<file path="config.mk">
export PLATFORM = sky130hd
export DESIGN_NAME = complement_mode_ctrl
export DESIGN_NICKNAME = d
export VERILOG_FILES = /design/src/rtl/complement_mode_ctrl.sv
export SDC_FILE = /design/constraint.sdc
export NUM_CORES = 1
export LEC_CHECK = 0
export CAP_MARGIN = 10
export CORE_ASPECT_RATIO = 0.7
export CORE_MARGIN = 1
export CORE_UTILIZATION = 29
export DETAILED_ROUTE_END_ITERATION = 16
export RECOVER_POWER = 25
export SLEW_MARGIN = 20
export SYNTH_ARGS = -nofsm -noshare
export SYNTH_HDL_FRONTEND = slang
export SYNTH_SLANG_ARGS = --single-unit
</file>
<file path="constraint.sdc">
create_clock -name CLOCK_50 -period 4 [get_ports CLOCK_50]
set_input_delay 0.8 -clock CLOCK_50 [delete_from_list [all_inputs] [get_ports CLOCK_50]]
set_output_delay 0.8 -clock CLOCK_50 [all_outputs]
set_load 0.01 [all_outputs]
</file>
<file path="src/rtl/complement_mode_ctrl.sv">
// Key conditioning and mode sequencing for the switch-to-hex complement display.
// Outputs a registered 12-bit pass/one's/two's complement of the switches, plus a change strobe.
module complement_mode_ctrl #(
    parameter int DEBOUNCE_CYCLES = 500000
) (
    input  logic        CLOCK_50,
    input  logic        rst_n,
    input  logic [9:0]  SW,
    input  logic [1:0]  KEY,
    output logic [1:0]  mode,
    output logic        hold,
    output logic [11:0] result,
    output logic        result_valid
);
    localparam int CW = $clog2(DEBOUNCE_CYCLES + 1);

    typedef enum logic [1:0] {
        PASS = 2'b00,
        ONES = 2'b01,
        TWOS = 2'b10
    } mode_e;

    logic [1:0]         key_s1_q, key_s2_q;
    logic [9:0]         sw_s1_q, sw_s2_q;
    logic [1:0][CW-1:0] cnt_q;
    logic [1:0]         db_q, db_prev_q;
    logic [1:0]         press;
    mode_e              mode_q, mode_d;
    logic               hold_q;
    logic [11:0]        operand_q;
    logic [11:0]        result_q, result_d;
    logic               valid_q;

    // Released keys idle high, so a press is a falling edge of the debounced level.
    assign press = db_prev_q & ~db_q;

    always_ff @(posedge CLOCK_50) begin
        if (!rst_n) begin
            key_s1_q  <= 2'b11;
            key_s2_q  <= 2'b11;
            sw_s1_q   <= '0;
            sw_s2_q   <= '0;
            cnt_q     <= '0;
            db_q      <= 2'b11;
            db_prev_q <= 2'b11;
        end else begin
            key_s1_q  <= KEY;
            key_s2_q  <= key_s1_q;
            sw_s1_q   <= SW;
            sw_s2_q   <= sw_s1_q;
            db_prev_q <= db_q;
            for (int k = 0; k < 2; k++) begin
                if (key_s2_q[k] != db_q[k]) begin
                    if (cnt_q[k] == CW'(DEBOUNCE_CYCLES - 1)) begin
                        db_q[k]  <= key_s2_q[k];
                        cnt_q[k] <= '0;
                    end else begin
                        cnt_q[k] <= cnt_q[k] + CW'(1);
                    end
                end else begin
                    cnt_q[k] <= '0;
                end
            end
        end
    end

    always_comb begin
        mode_d = mode_q;
        if (press[0]) begin
            case (mode_q)
                PASS:    mode_d = ONES;
                ONES:    mode_d = TWOS;
                TWOS:    mode_d = PASS;
                default: mode_d = PASS;
            endcase
        end else if (mode_q != PASS && mode_q != ONES && mode_q != TWOS) begin
            mode_d = PASS;
        end
    end

    always_comb begin
        result_d = operand_q;
        case (mode_q)
            ONES:    result_d = ~operand_q;
            TWOS:    result_d = ~operand_q + 12'd1;
            default: result_d = operand_q;
        endcase
    end

    always_ff @(posedge CLOCK_50) begin
        if (!rst_n) begin
            mode_q    <= PASS;
            hold_q    <= 1'b0;
            operand_q <= '0;
            result_q  <= '0;
            valid_q   <= 1'b0;
        end else begin
            mode_q   <= mode_d;
            hold_q   <= hold_q ^ press[1];
            // The edge that raises hold still loads, so the frozen value is the last live one.
            if (!hold_q)
                operand_q <= {2'b00, sw_s2_q};
            result_q <= result_d;
            valid_q  <= (result_d != result_q);
        end
    end

    assign mode         = mode_q;
    assign hold         = hold_q;
    assign result       = result_q;
    assign result_valid = valid_q;
endmodule

</file>
== Word-level counts from Yosys, hierarchy flattened ==
Cells that the tools add are included.
Storage, ports and cells
  bits in registers: 92
  output and inout port bits: 16
  word-level logic and storage cells: 46
Cells by class
  add/sub/neg operators: 3
  equality and inequality tests: 9
  mux-type cells: 4
  bitwise logic cells: 7
  reduce and logical (&&, ||, !) cells: 9
Operators with widths (count)
  adder 19 x 1 -> 19 bit, second input constant: 2
  equality test 19 bit, second input constant: 2
  one-hot mux 12 bit (2 select lines): 1
  adder 12 x 1 -> 12 bit, second input constant: 1
  != test 12 bit: 1
  NOT 10 -> 12 bit: 1
  OR reduction 3 bit: 2
  two-way mux 2 bit: 2
  one-hot mux 2 bit (2 select lines): 1
  AND reduction 2 bit: 2
  nonzero test 2 bit: 2
  NOT 1 bit: 3
  AND 2 bit: 1
  equality test 2 x 1 -> 1 bit, second input constant: 1
  equality test 2 bit, second input constant: 1
  logical AND 1 bit: 2
  logical NOT 2 bit: 1
  != test 1 bit: 2
  != test 2 x 1 -> 1 bit, second input constant: 1
  != test 2 bit, second input constant: 1
  NOT 2 bit: 1
  XOR 1 bit: 1

== Longest topological paths before layout ==
Gate-level depths: netlist (run 1).
  depth after elaboration: 5
  depth in mapped cells: 10
  gate-level depth less buffers: 8

== Least setup slack after synthesis (run 1) ==
OpenSTA, ideal clock, no wires.
  path kind: register to register
  start point: register operand_q[0]
  end point: register valid_q, in the netlist result_valid
  arrival time: 2.414 ns
  required time: 3.875 ns
  setup slack: 1.461 ns
  cell stages (with the launch flop): 10
  path buffers: 1
  cells stage by stage: dfxtp_1 -> buf_6 -> inv_1 -> ha_1 -> nor3b_1 -> nand2_1 -> or3_1 -> mux2i_1 -> a2111o_1 -> o41a_1
On the way
  word-level cells in the longest chain between the ends: 4
Ends and longest elaborated chain
  start: declaration: line 30  | logic [11:0] operand_q;
  start signal: assignment: line 102  | operand_q <= {2'b00, sw_s2_q};
  NOT 10 -> 12 bit: line 84, 85
  adder 12 x 1 -> 12 bit: line 85  | TWOS: result_d = ~operand_q + 12'd1;
  one-hot mux 12 bit (2 select lines) *: line 83  | case (mode_q)
  != test 12 bit *: line 104  | valid_q <= (result_d != result_q);
  end signal: assignment: line 104
  end: declaration: line 32  | logic valid_q;
Mark *: on every way between the ends. The rest lies on a longest branch, timed or not.
A chain may end at the register's enable or synchronous reset.

== Worst setup path in the final report (run 1) ==
Same ends and word-level chain as after synthesis.

==> impl_results.md, run 1 <==
* CP endpoint kind: flop
* Fin cells at 648
* PostCTS Resize Cnt at 0
* R2r endpoint: result_valid
* P_sw at 417.6 uW
* Worst-path clk slew at 0.07 ns
* TritonCTS buffer count at 9
* Gpl congestion at 0.8893
* Clock sink count at 92
* Clock share of power at 46.3%
* Initial DRC Count at 257
* Worst stage delay on the critical path at 0.53 ns
* Pwr Density at 401.4 mW/mm^2
* Setup crit end: result_valid
* Final Setup Violations at 0
* Final worst slack at 1.052 ns
* Nets at 479
* Clock Skew at 0.005606 ns
* Top-area cell type share of the netlist area at 46.27%
* Crit-path max FO at 9
* DP Worst Slack at 1.150 ns
* WHS Path Cells at 1
* Die W at 142.0 um
* Max-cap violations at 0
* Die Height at 100.0 um
* Post-synth ARST share at 0%
* I/O pins at 30
* Placed Instance Area at 0.004424 mm^2
* RR Startpoint: operand_q[0]
* Vias per cell at 4.660
* Avg WL per Cell at 12.45 um
* Worst skew pair latency at 0.34 ns
* Synthesized Nets at 459
* Hold Crit Class: reg2reg
* Final ANT Viol Nets at 0
* Syn Area/Cell at 9.087 um^2
* Final Hold Viols at 0
* Cell taking the most area after synthesis: dfxtp_1
* R2r setup slk at 1.05 ns
* Yosys reg bits at 92
* Largest net degree at the start of global routing at 28
* Worst setup path start: operand_q[0]
* Critical path arrival at 3.17 ns
* GRT overflow at 0
* Total GRT Usage at 12.23%
* Placed cells at 632
* Clk buf depth at 2
* Gate power share at 3.9%
* IO Port Bufs at 29
* Cells after Synth at 438
* Internal cell power at 1479 uW
* EDFF count, synth at 0
* Minimum clock period at 2.948 ns
* Via Count at 3020
* Slew margin rel. at 37.48%
* Crit Path Category: reg2reg
* Leakage at 0.001630 uW
* Number of post-CTS setup repair buffers at 0
* Share of power burned in registers at 49.9%
* Layout cell share with drive strength beyond 1 at 5.184%
* Element type at the critical path start: flop
* Final WL at 8068 um
* Layout Utilization at 35.61%
* Sw frac at 22.02%
* Outcome: finished, final reports clean
* Root buffer cell: clkbuf_16
* Core region area at 0.01327 mm^2
* Most frequent cells in the layout: 92 x dfxtp_1, 74 x nor2_1, 28 x clkdlybuf4s50_1
* R2R cell count at 8
* Worst path cell trace: inv_1 > ha_1 > nor3b_1 > nand2_1 > or3_1 > mux2i_1 > a2111o_1 > o41a_1
* CTS H-tree lvls at 3
* Critical Path RT at 4.22 ns
* Max VDD drop at 0.0002041 V
* Register area share after synthesis at 46.27%
* Yosys warning total at 0
* Vias in the first global route at 2697
* Distinct cells, synth at 51
* CP max stage cell: nor3b_1
* Initial core utilization at 30.00%
* Layout area overhead at 18.70%
* Top cells by area in the synthesized netlist: dfxtp_1 46%, nor2_1 7.0%, xor2_1 5.9%
* TritonCTS clock tree: done
* DRC at 0
* Commonest non-fill, non-tap cell in the layout: dfxtp_1
* RSZ-0062 raised after global routing: no
* Initial antenna violation count at 0
* ANT cells at 0
* Die area at 0.01420 mm^2
* Syn Std Cell Area at 0.003980 mm^2
* Hold buffers post-CTS at 0
* Fin. max-slew vios at 0
* First-pass GRT wire length at 13520 um
* Non-Filler Cell Area, Final at 0.004725 mm^2
* F_max at 0.3392 GHz
* Measured slew at the worst slew-check pin at 0.9378 ns
* Commonest register cell after synthesis: dfxtp_1
* FP Rows at 35
* Setup tns final at 0 ns
* Fin crit share at 73.70%
* Final HPWL DP at 5754 um
* Pre-Repair DR Iteration Count at 4
==> cells by family (layout without fill, tap and decap cells) <==
family / Yosys count / in the layout / share of synthesized area (%)
compound gates: 40 / 40 / 7.671
xor+xnor: 48 / 48 / 10.56
fa+ha+maj: 7 / 7 / 2.200
buf+inv: 36 / 61 / 3.741
flops: 92 / 92 / 46.27
mux: 19 / 19 / 4.810
simple gates: 196 / 196 / 24.74
==> Yosys cell counts, types with 2 or more instances <==
library cell  number
a211oi_1           5
a21oi_1            6
a311oi_1           4
a31oi_1            4
and2_1            24
and3_1             6
and4_1             4
buf_1              2
buf_2              2
clkbuf_1          17
dfxtp_1           92
ha_1               7
inv_1             13
mux2i_1           18
nand2_1           27
nand2b_1           9
nand3_1           18
nand4_1            8
nor2_1            74
nor2b_1            2
nor3_1             7
nor3b_1            2
nor4_1             2
nor4b_1            4
o21ai_0            6
or3_1              4
xnor2_1           21
xor2_1            27
==> flip-flops by register name (all words and copies together) (netlist names) <==
name,flops
key_s1_q,2
cnt_q,38
operand_q,10
hold,1
sw_s2_q,10
db_prev_q,2
result,12
sw_s1_q,10
mode,2
db_q,2
result_valid,1
key_s2_q,2
==> how the worst min path moves through the flow <==
stage | endpoint | start | slack [ns]
finish | key_s2_q[1] | key_s1_q[1] | 0.41
global route | sw_s2_q[4] | sw_s1_q[4] | 0.45
CTS | key_s2_q[1] | key_s1_q[1] | 0.42
detailed placement | key_s2_q[1] | key_s1_q[1] | 0.40
global placement | key_s2_q[1] | key_s1_q[1] | 0.40
floorplan | key_s2_q[0] | key_s1_q[0] | 0.39
==> power by group through the flow <==
| stage | registers (uW) | logic (uW) | clock network, uW |
|---|---|---|---|
| floorplan | 961 | 47.8 | 0 |
| global route | 947 | 81.0 | 943 |
| detailed placement | 966 | 74.7 | 0 |
| global placement | 967 | 73.9 | 0 |
| CTS | 945 | 74.8 | 908 |
| finish | 945 | 73.6 | 877 |
==> critical path, delay by kind of cell, from the launching register on <==
family	cells	cell delay [ns]
adders and majority gates	1	0.22
and+or+nand+nor	3	1.11
DFF	1	0.39
AOI/OAI and AO/OA	2	0.82
buffers and inverters	1	0.17
muxes	1	0.14
==> per-stage QoR <==
stage,hold WS (ns),total power (uW)
finish,0.4112,1896
global route,0.4506,1971
CTS,0.4152,1928
detailed placement,0.3990,1041
global placement,0.3995,1040
floorplan,0.3863,1009
==> metal layers <==
metal | up-vias | global-route usage, % | share of wire (%)
li1 | 1515 | - | -
met1 | 1414 | 18.15 | 54
met2 | 83 | 16.44 | 40
met3 | 8 | 3.912 | 5.6
met4 | 0 | 3.722 | 0.83
met5 | - | 0 | 0
==> cell type report <==
type	instances	area, um^2
Inverter	13	48.80
Clock buffer	10	239.0
Fill cell	1363	8544
Clock inverter	6	68.82
Tap cell	185	231.5
Timing Repair Buffer	32	305.3
Multi-Input combinational cell	310	1989
Sequential cell	92	1842
No activity file was read; power rests on OpenSTA's default activity.
==> run 2: changes to the inputs <==
- clock period: 4 -> 2.4 ns (I/O delays scaled with it)
==> run 2 against run 1 <==
  * Sequential power is 66% higher
  * Wire length rose by 7.2%
  * Clock-buffer cell count stayed put
  * Via count increased by 1.1%
  * Register-to-register slack worse by 0.99 ns
  * Worst setup slack lost 0.99 ns
  * Total power increased by 61%
  * Die area is the same
  * Critical path type unchanged
  * Highest routed layer unchanged
==> impl_results.md, run 2 (same netlist as run 1, synthesis figures left out) <==
* FP Rows at 35 (unchanged)
* Layout Utilization at 37.51% (+1.9 points)
* Minimum clock period at 2.334 ns (-0.6138 ns)
* Most flops, register: cnt_q
* RSZ-0062 raised after global routing: no
* Layout cell share with drive strength beyond 1 at 13.22% (+8.0 points)
* Die W at 142.0 um (unchanged)
* TritonCTS buffer count at 9 (unchanged)
* I/O pins at 30 (unchanged)
* Final HPWL DP at 6161 um (+7.1%)
* Clock sink count at 92 (unchanged)
* F_max at 0.4284 GHz (+26%)
* Core region area at 0.01327 mm^2 (unchanged)
* Vias per cell at 4.562 (-2.1%)
* Initial core utilization at 30.00% (unchanged)
* Root buffer cell: clkbuf_16
* R2r setup slk at 0.07 ns (-0.99 ns)
* Fin crit share at 97.26% (+24 points)
* Hold Crit Class: reg2reg
* Clock Skew at 0.006267 ns (+0.0006617 ns)
* Element type at the critical path start: flop
* Die area at 0.01420 mm^2 (unchanged)
* Commonest non-fill, non-tap cell in the layout: dfxtp_1
* Largest net degree at the start of global routing at 36 (+29%)
* Crit Path Category: reg2reg
* Avg WL per Cell at 12.93 um (+3.8%)
* Layout area overhead at 25.05%
* Final WL at 8647 um (+7.2%)
* Final Hold Viols at 0 (unchanged)
* Max VDD drop at 0.0003763 V (+84%)
* Placed Instance Area at 0.004621 mm^2 (+4.4%)
* First-pass GRT wire length at 14280 um (+5.6%)
* Measured slew at the worst slew-check pin at 1.001 ns (+0.06342 ns)
* Crit-path max FO at 6 (-3)
* GRT overflow at 0 (unchanged)
* IO Port Bufs at 29 (unchanged)
* Via Count at 3052 (+1.1%)
* Flip-flop count of the largest register after layout at 38 (unchanged)
* Worst-path clk slew at 0.06 ns (about the same)
* Number of post-CTS setup repair buffers at 0 (unchanged)
* Die Height at 100.0 um (unchanged)
* Placed cells at 655 (+3.6%)
* Non-Filler Cell Area, Final at 0.004977 mm^2 (+5.3%)
* Vias in the first global route at 2899 (+7.5%)
* Most frequent cells in the layout: 89 x dfxtp_1, 74 x nor2_1, 28 x clkdlybuf4s50_1
* Slew margin rel. at 33.25% (-4.2 points)
* Gpl congestion at 0.8812 (-0.91%)
* Total GRT Usage at 12.96% (+0.73 points)
* CTS H-tree lvls at 3 (unchanged)
* Worst skew pair latency at 0.34 ns (about the same)
* DRC at 0 (unchanged)
* Nets at 502 (+4.8%)
* Pwr Density at 612.6 mW/mm^2 (+53%)
* Critical path arrival at 2.56 ns (-0.61 ns)
* Initial antenna violation count at 0 (unchanged)
* CP endpoint kind: flop
* Hold buffers post-CTS at 0 (unchanged)
* Fin cells at 669 (+3.2%)
* Worst hold margin at 0.4155 ns (+0.004314 ns)
* Final Setup Violations at 0 (unchanged)
* Fin. max-slew vios at 0 (unchanged)
* Outcome: finished, final reports clean
* Clk buf depth at 2 (unchanged)
* Pre-Repair DR Iteration Count at 4 (unchanged)
* Critical Path RT at 2.63 ns (-1.59 ns)
* Leakage at 0.001740 uW (+6.7%)
* ANT cells at 0 (unchanged)
* Max-cap violations at 0 (unchanged)
* TritonCTS clock tree: done
* Final ANT Viol Nets at 0 (unchanged)
* Initial DRC Count at 190 (-26%)
## run 2: changes by cell type in the layout (fill, tap and decap cells not counted), sizes merged
cell	previous run	this run
buf	1	24
bufinv	1	0
clkinv	2	0
clkinvlp	0	2
inv	16	15
## run 2: routing by layer
| layer | up-vias | track usage (%) | wire length [um] | part of all wire [%] |
|---|---|---|---|---|
| li1 | 1561 | - | - | - |
| met1 | 1418 | 19.72 | 4772 | 55 |
| met2 | 61 | 17.04 | 3312 | 38 |
| met3 | 12 | 3.244 | 432 | 5.0 |
| met4 | 0 | 4.963 | 130 | 1.5 |
| met5 | - | 0 | 0 | 0 |
## run 2: worst paths after layout
kind           startpoint            to  depth (start not counted)
min           key_s1_q[1]   key_s2_q[1]                          1
min reg2reg   key_s1_q[1]   key_s2_q[1]                          1
max reg2reg  operand_q[2]  result_valid                          6
max          operand_q[2]  result_valid                          6
## run 2: worst max-delay path: stages, from the launching register on
cell	delay, ns
dfxtp_1	0.40
or4_4	0.54
o21ai_4	0.16
a311oi_2	0.15
xor2_1	0.17
a2111o_1	0.40
o41a_1	0.41
## run 2: report_power, final
part	switching, uW	leakage, uW	internal [uW]	total, uW
Combinational	73.5	0.000861	76.6	150
Clock	598	0.000129	729	1330
Sequential	15.6	0.000750	1560	1570
Total	687	0.00174	2360	3050
## run 2: metrics by stage
step	TNS (ns)	worst slack, ns	total power (uW)
floorplan	0	0.004952	1683
global placement	0	0.004635	1749
detailed placement	-0.04294	-0.04294	1752
CTS	0	0.005723	3085
global route	0	0.002757	3173
finish	0	0.06582	3049
## run 2: cell type report
cell class / instances / area, um^2
clock buffer: 10 / 239.0
clock inverter: 4 / 35.03
fill: 1349 / 8292
inverter: 13 / 48.80
multi-input combinational: 310 / 2086
sequential: 92 / 1846
tap: 185 / 231.5
timing repair buffer: 55 / 491.7
## run 2: timing repair
| item | in CTS | in global routing |
|---|---|---|
| pin swaps | 0 | 1 |
| endpoints found under the setup margin | 1 | 1 |
| resized for setup | 3 | 18 |
